[src/rtl/sierpinski_chaos_game.sv]
// Chaos-game point generator: each accepted random byte picks a triangle vertex and
// the current point moves halfway toward it; points leave on a valid/ready port.
module sierpinski_chaos_game #(
   parameter int COORD_W = 8,
   parameter int WARMUP  = 8
) (
   input  logic               clk,
   input  logic               rst,
   input  logic               run,
   input  logic               rnd_valid,
   input  logic [7:0]         rnd_data,
   output logic               rnd_ready,
   output logic               pt_valid,
   input  logic               pt_ready,
   output logic [COORD_W-1:0] pt_x,
   output logic [COORD_W-1:0] pt_y,
   output logic [1:0]         pt_vtx,
   output logic [7:0]         rej_cnt
);

   // state   | meaning
   // S_IDLE  | parked, point kept, waiting for run
   // S_FETCH | accepting random bytes (warm-up moves or rejects stay here)
   // S_HOLD  | presenting a point until pt_ready

   localparam int WW = (WARMUP > 0) ? $clog2(WARMUP + 1) : 1;
   localparam logic [WW-1:0] WARM_MAX = WW'(WARMUP);
   localparam logic [COORD_W-1:0] C_X = {1'b1, {(COORD_W-1){1'b0}}};

   typedef enum logic [1:0] {S_IDLE, S_FETCH, S_HOLD} state_t;

   state_t             state;
   logic [WW-1:0]      warm_cnt;
   logic [1:0]         sel;
   logic [COORD_W-1:0] vx;
   logic [COORD_W-1:0] vy;
   logic [COORD_W:0]   sum_x;
   logic [COORD_W:0]   sum_y;
   logic [COORD_W-1:0] nx;
   logic [COORD_W-1:0] ny;
   logic               xfer;
   logic               rejected;
   logic               warm_done;
   logic               unused_rnd_bits;

   assign unused_rnd_bits = ^rnd_data[7:2];

   always_comb begin
      sel = rnd_data[1:0];
      vx  = '0;
      vy  = '0;
      case (sel)
         2'd1: vx = '1;
         2'd2: begin
            vx = C_X;
            vy = '1;
         end
         default: ;
      endcase
      // one extra bit keeps the sum exact; the shift floors
      sum_x     = {1'b0, pt_x} + {1'b0, vx};
      sum_y     = {1'b0, pt_y} + {1'b0, vy};
      nx        = sum_x[COORD_W:1];
      ny        = sum_y[COORD_W:1];
      xfer      = rnd_ready && rnd_valid;
      rejected  = (sel == 2'd3);
      warm_done = (warm_cnt == WARM_MAX);
   end

   always_ff @(posedge clk) begin
      if (rst) begin
         state     <= S_IDLE;
         rnd_ready <= 1'b0;
         pt_valid  <= 1'b0;
         pt_x      <= '0;
         pt_y      <= '0;
         pt_vtx    <= 2'd0;
         rej_cnt   <= 8'd0;
         warm_cnt  <= '0;
      end else begin
         case (state)
            S_IDLE: begin
               if (run) begin
                  state     <= S_FETCH;
                  rnd_ready <= 1'b1;
               end
            end
            S_FETCH: begin
               if (xfer) begin
                  if (rejected) begin
                     if (rej_cnt != 8'hFF) rej_cnt <= rej_cnt + 8'd1;
                     if (!run) begin
                        state     <= S_IDLE;
                        rnd_ready <= 1'b0;
                     end
                  end else begin
                     pt_x <= nx;
                     pt_y <= ny;
                     if (!warm_done) begin
                        warm_cnt <= warm_cnt + 1'b1;
                        if (!run) begin
                           state     <= S_IDLE;
                           rnd_ready <= 1'b0;
                        end
                     end else begin
                        pt_vtx    <= sel;
                        state     <= S_HOLD;
                        rnd_ready <= 1'b0;
                        pt_valid  <= 1'b1;
                     end
                  end
               end else if (!run) begin
                  state     <= S_IDLE;
                  rnd_ready <= 1'b0;
               end
            end
            S_HOLD: begin
               // run is only looked at once the point has been taken
               if (pt_ready) begin
                  pt_valid <= 1'b0;
                  if (run) begin
                     state     <= S_FETCH;
                     rnd_ready <= 1'b1;
                  end else begin
                     state <= S_IDLE;
                  end
               end
            end
            default: begin
               state     <= S_IDLE;
               rnd_ready <= 1'b0;
               pt_valid  <= 1'b0;
            end
         endcase
      end
   end

endmodule

[config.mk]
export PLATFORM = sky130hd
export DESIGN_NAME = sierpinski_chaos_game
export DESIGN_NICKNAME = d
export VERILOG_FILES = /design/src/rtl/sierpinski_chaos_game.sv
export SDC_FILE = /design/constraint.sdc
export NUM_CORES = 1
export LEC_CHECK = 0
export BUFFER_PORTS_ARGS = -buffer_cell sky130_fd_sc_hd__buf_2
export CELL_PAD_IN_SITES_DETAIL_PLACEMENT = 1
export CELL_PAD_IN_SITES_GLOBAL_PLACEMENT = 1
export CORE_AREA = 2 2 75 77
export CTS_BUF_LIST = sky130_fd_sc_hd__clkbuf_4 sky130_fd_sc_hd__clkbuf_8 sky130_fd_sc_hd__clkbuf_16
export DETAILED_ROUTE_END_ITERATION = 10
export DIE_AREA = 0 0 77 79
export MAX_ROUTING_LAYER = met4
export PLACE_DENSITY = 0.91
export SLEW_MARGIN = 20
export SYNTH_ARGS = -nofsm -noshare
export SYNTH_HDL_FRONTEND = slang
export SYNTH_SLANG_ARGS = --single-unit
[constraint.sdc]
create_clock -name clk -period 5.3 [get_ports clk]
set_input_delay 0.795 -clock clk [delete_from_list [all_inputs] [get_ports clk]]
set_output_delay 0.795 -clock clk [all_outputs]
set_load 0.02 [all_outputs]
==> out/metrics.csv <==
metric,value,unit
cts_buffers,5,
maxSlewHeadroom,0.430,
reg2regPathDepth,7,
netlist_area,2270,sq um
cts_resized,0,
syn_nets,314,
htree_levels,2,
cts_hold_buf,0,
routed_wl,5990,um
antenna_found_initial,0,
async_flop_share,0,
crit_required,5.50,ns
ir_drop,124,uV
syn_inst,288,
crit_chain,"buf_2, inv_1, ha_1, xor2_1, ha_1, a21boi_2, o221ai_2, a21oi_2, or4_1, a311oi_1",
first_pass_iters,4,
cts.path.max_buffers,2,
vias_per_cell,5.73,
powerDensity,204,nW/um^2
cpMostUsedCell,ha_1,
grt_max_degree,35,
fmax,315,MHz
post_cts_buffers,0,
critPathMaxStageDelay,0.60,ns
grt_pass1_vias,2280,
ant_nets,0,
skew,0.00824,ns
period_share,0.600,
mostFrequentLayoutCells,"buf_2 (34), dfxtp_1 (34), nand2_1 (28)",
hold_violations,0,
areaGrowthSynthToFinish,12.6,%
synthFlopType,dfxtp_1,
dieArea,6080,sq um
hp-start,pt_valid,
cp.arrival,3.38,ns
pin_count,41,
clk_pin_slew,0.07,ns
clkLatencyLatePin,0.29,ns
power_leakage,1.02,nW
cp_top_family,adder cells,
critPathBufInv,2,
die_w,77,um
p_int,0.386,mW
vias,2205,
grt_pass1_wl,10400,um
placementRows,27,
min_path_cells,2,
nNetsFinal,338,
initial_core_util,0.426,
port-buffer-count,34,
r2r_end,pt_x[5],
hold_end,pt_valid,
finalSetupTns,0,ns
cts_root_buffer,clkbuf_8,
drc,0,
gp_congestion,0.812,
switching_power,0.137,mW
drive_gt1_frac,0.157,
start_kind,input port,
worst_slew_pin_slew,0.851,ns
critPathCaptureType,flop,
crit-reg2reg-launch,pt_x[1],
p_seq_frac,0.501,
grt_overflow,0,
critPathKind,in2reg,
cts.sinks,34,
fp.dieH,79,um
crit_slowest_cell,ha_1,
cts_tree,yes,
synth_cell_types,55,
clkPwrFrac,0.400,
yosys_warnings,0,
rrSetupSlack,3.07,ns
crit_fanout,19,
slew_viol_final,0,
swShare,0.261,
seqCellArea,681,sq um
finalCriticalPeriod,3.18,ns
drt_iter0_markers,77,
setup_violations,0,
rsz0062_at_grt,false,
dp_hpwl,4110,um
avgRoutedWirePerCell,15.6,um
grt_use_total,0.214,
antenna_cells,0,
status,"complete, no violations",
total_power,0.522,mW
yosysSeqAreaShare,0.300,
multi_input_area,1470,sq um
cap_violations,0,
core,5340,sq um
avgSynthCellArea,7.89,sq um
synth-seq-cells,34,
hold_path.class,reg2reg,
synth_edf_count,0,
fillers,699,
comb_power_share,0.099,
==> worst max-delay path by stage <==
stage / startpoint / end / cells past startpoint
after global placement: rnd_data[1] / pt_x[5] / 10
final: rnd_data[1] / pt_x[5] / 10
after floorplan: rnd_data[1] / pt_x[5] / 11
after CTS: rnd_data[1] / pt_x[5] / 10
after detailed placement: rnd_data[1] / pt_x[5] / 10
after global routing: rnd_data[1] / pt_x[5] / 10
==> worst min-delay path, cell delays in order, from the launching register on <==
cell and delay [ns]:
dfxtp_1 0.33, nand2_1 0.06, a21oi_1 0.05
==> cell usage after synthesis, types with 5 or more instances <==
master / count / area, sq um
ha_1: 13 / 163
nand3_1: 11 / 55.1
and2_1: 6 / 37.5
or3_1: 8 / 50.1
nor2_1: 25 / 93.8
xnor2_1: 12 / 105
nor3_1: 6 / 30.0
o21ai_0: 13 / 65.1
inv_1: 12 / 45.0
xor2_1: 9 / 78.8
a31oi_1: 6 / 37.5
nand2_1: 28 / 105
buf_2: 5 / 25.0
a21oi_1: 15 / 75.1
mux2i_1: 5 / 50.1
dfxtp_1: 34 / 681
clkbuf_1: 11 / 41.3
==> state kept, by name, summed over array words and instances, names as in the netlist <==
| signal | flops |
|---|---|
| rej_cnt | 8 |
| pt_valid | 1 |
| pt_vtx | 2 |
| pt_x | 8 |
| rnd_ready | 1 |
| warm_cnt | 4 |
| state | 2 |
| pt_y | 8 |
==> through the flow <==
step,cells,util,setup slack [ns],cell area (sq um),hold slack [ns]
finish,385,0.479,2.12,2560,0.485
global route,385,0.479,1.91,2560,0.523
CTS,385,0.479,2.12,2560,0.490
detailed placement,377,0.461,1.84,2460,0.478
global placement,377,0.461,1.93,2460,0.460
floorplan,288,-,2.32,2270,0.480
==> cell families (layout without fill, tap and decap cells) <==
logic type / after synthesis / count (layout) / share of synthesized area
DFF: 34 / 34 / 0.300
AOI/OAI and AO/OA: 67 / 67 / 0.196
buffers and inverters: 30 / 55 / 0.0540
adders and majority gates: 13 / 13 / 0.0716
and+or+nand+nor: 116 / 116 / 0.266
xor gates and xnor gates: 21 / 21 / 0.0809
muxes: 7 / 7 / 0.0319
==> per-layer routing <==
metal,vias to the layer above,share of wire,routed length [um],GRT usage
li1,1075,-,-,-
met1,1073,0.45,2690,0.245
met2,46,0.50,3000,0.378
met3,11,0.035,211,0.0398
met4,0,0.015,90,0.0750
met5,-,0,0,-
==> power by group through the flow <==
stage / Sequential (mW) / Combinational [mW] / Clock, mW
4_1_cts: 0.262 / 0.0514 / 0.214
3_3_place_gp: 0.268 / 0.0485 / 0
3_5_place_dp: 0.268 / 0.0508 / 0
6_report: 0.262 / 0.0515 / 0.209
2_1_floorplan: 0.269 / 0.0364 / 0
5_1_grt: 0.262 / 0.0579 / 0.226
==> final cells by class <==
class | instances | area share
clock buffer | 7 | 0.0352
clock inverter | 1 | 0.00196
inverter | 12 | 0.0176
multi-input combinational | 224 | 0.574
sequential | 34 | 0.266
tap | 72 | 0.0352
timing repair buffer | 35 | 0.0695
Note: power is estimated with default switching activity, not from simulation.
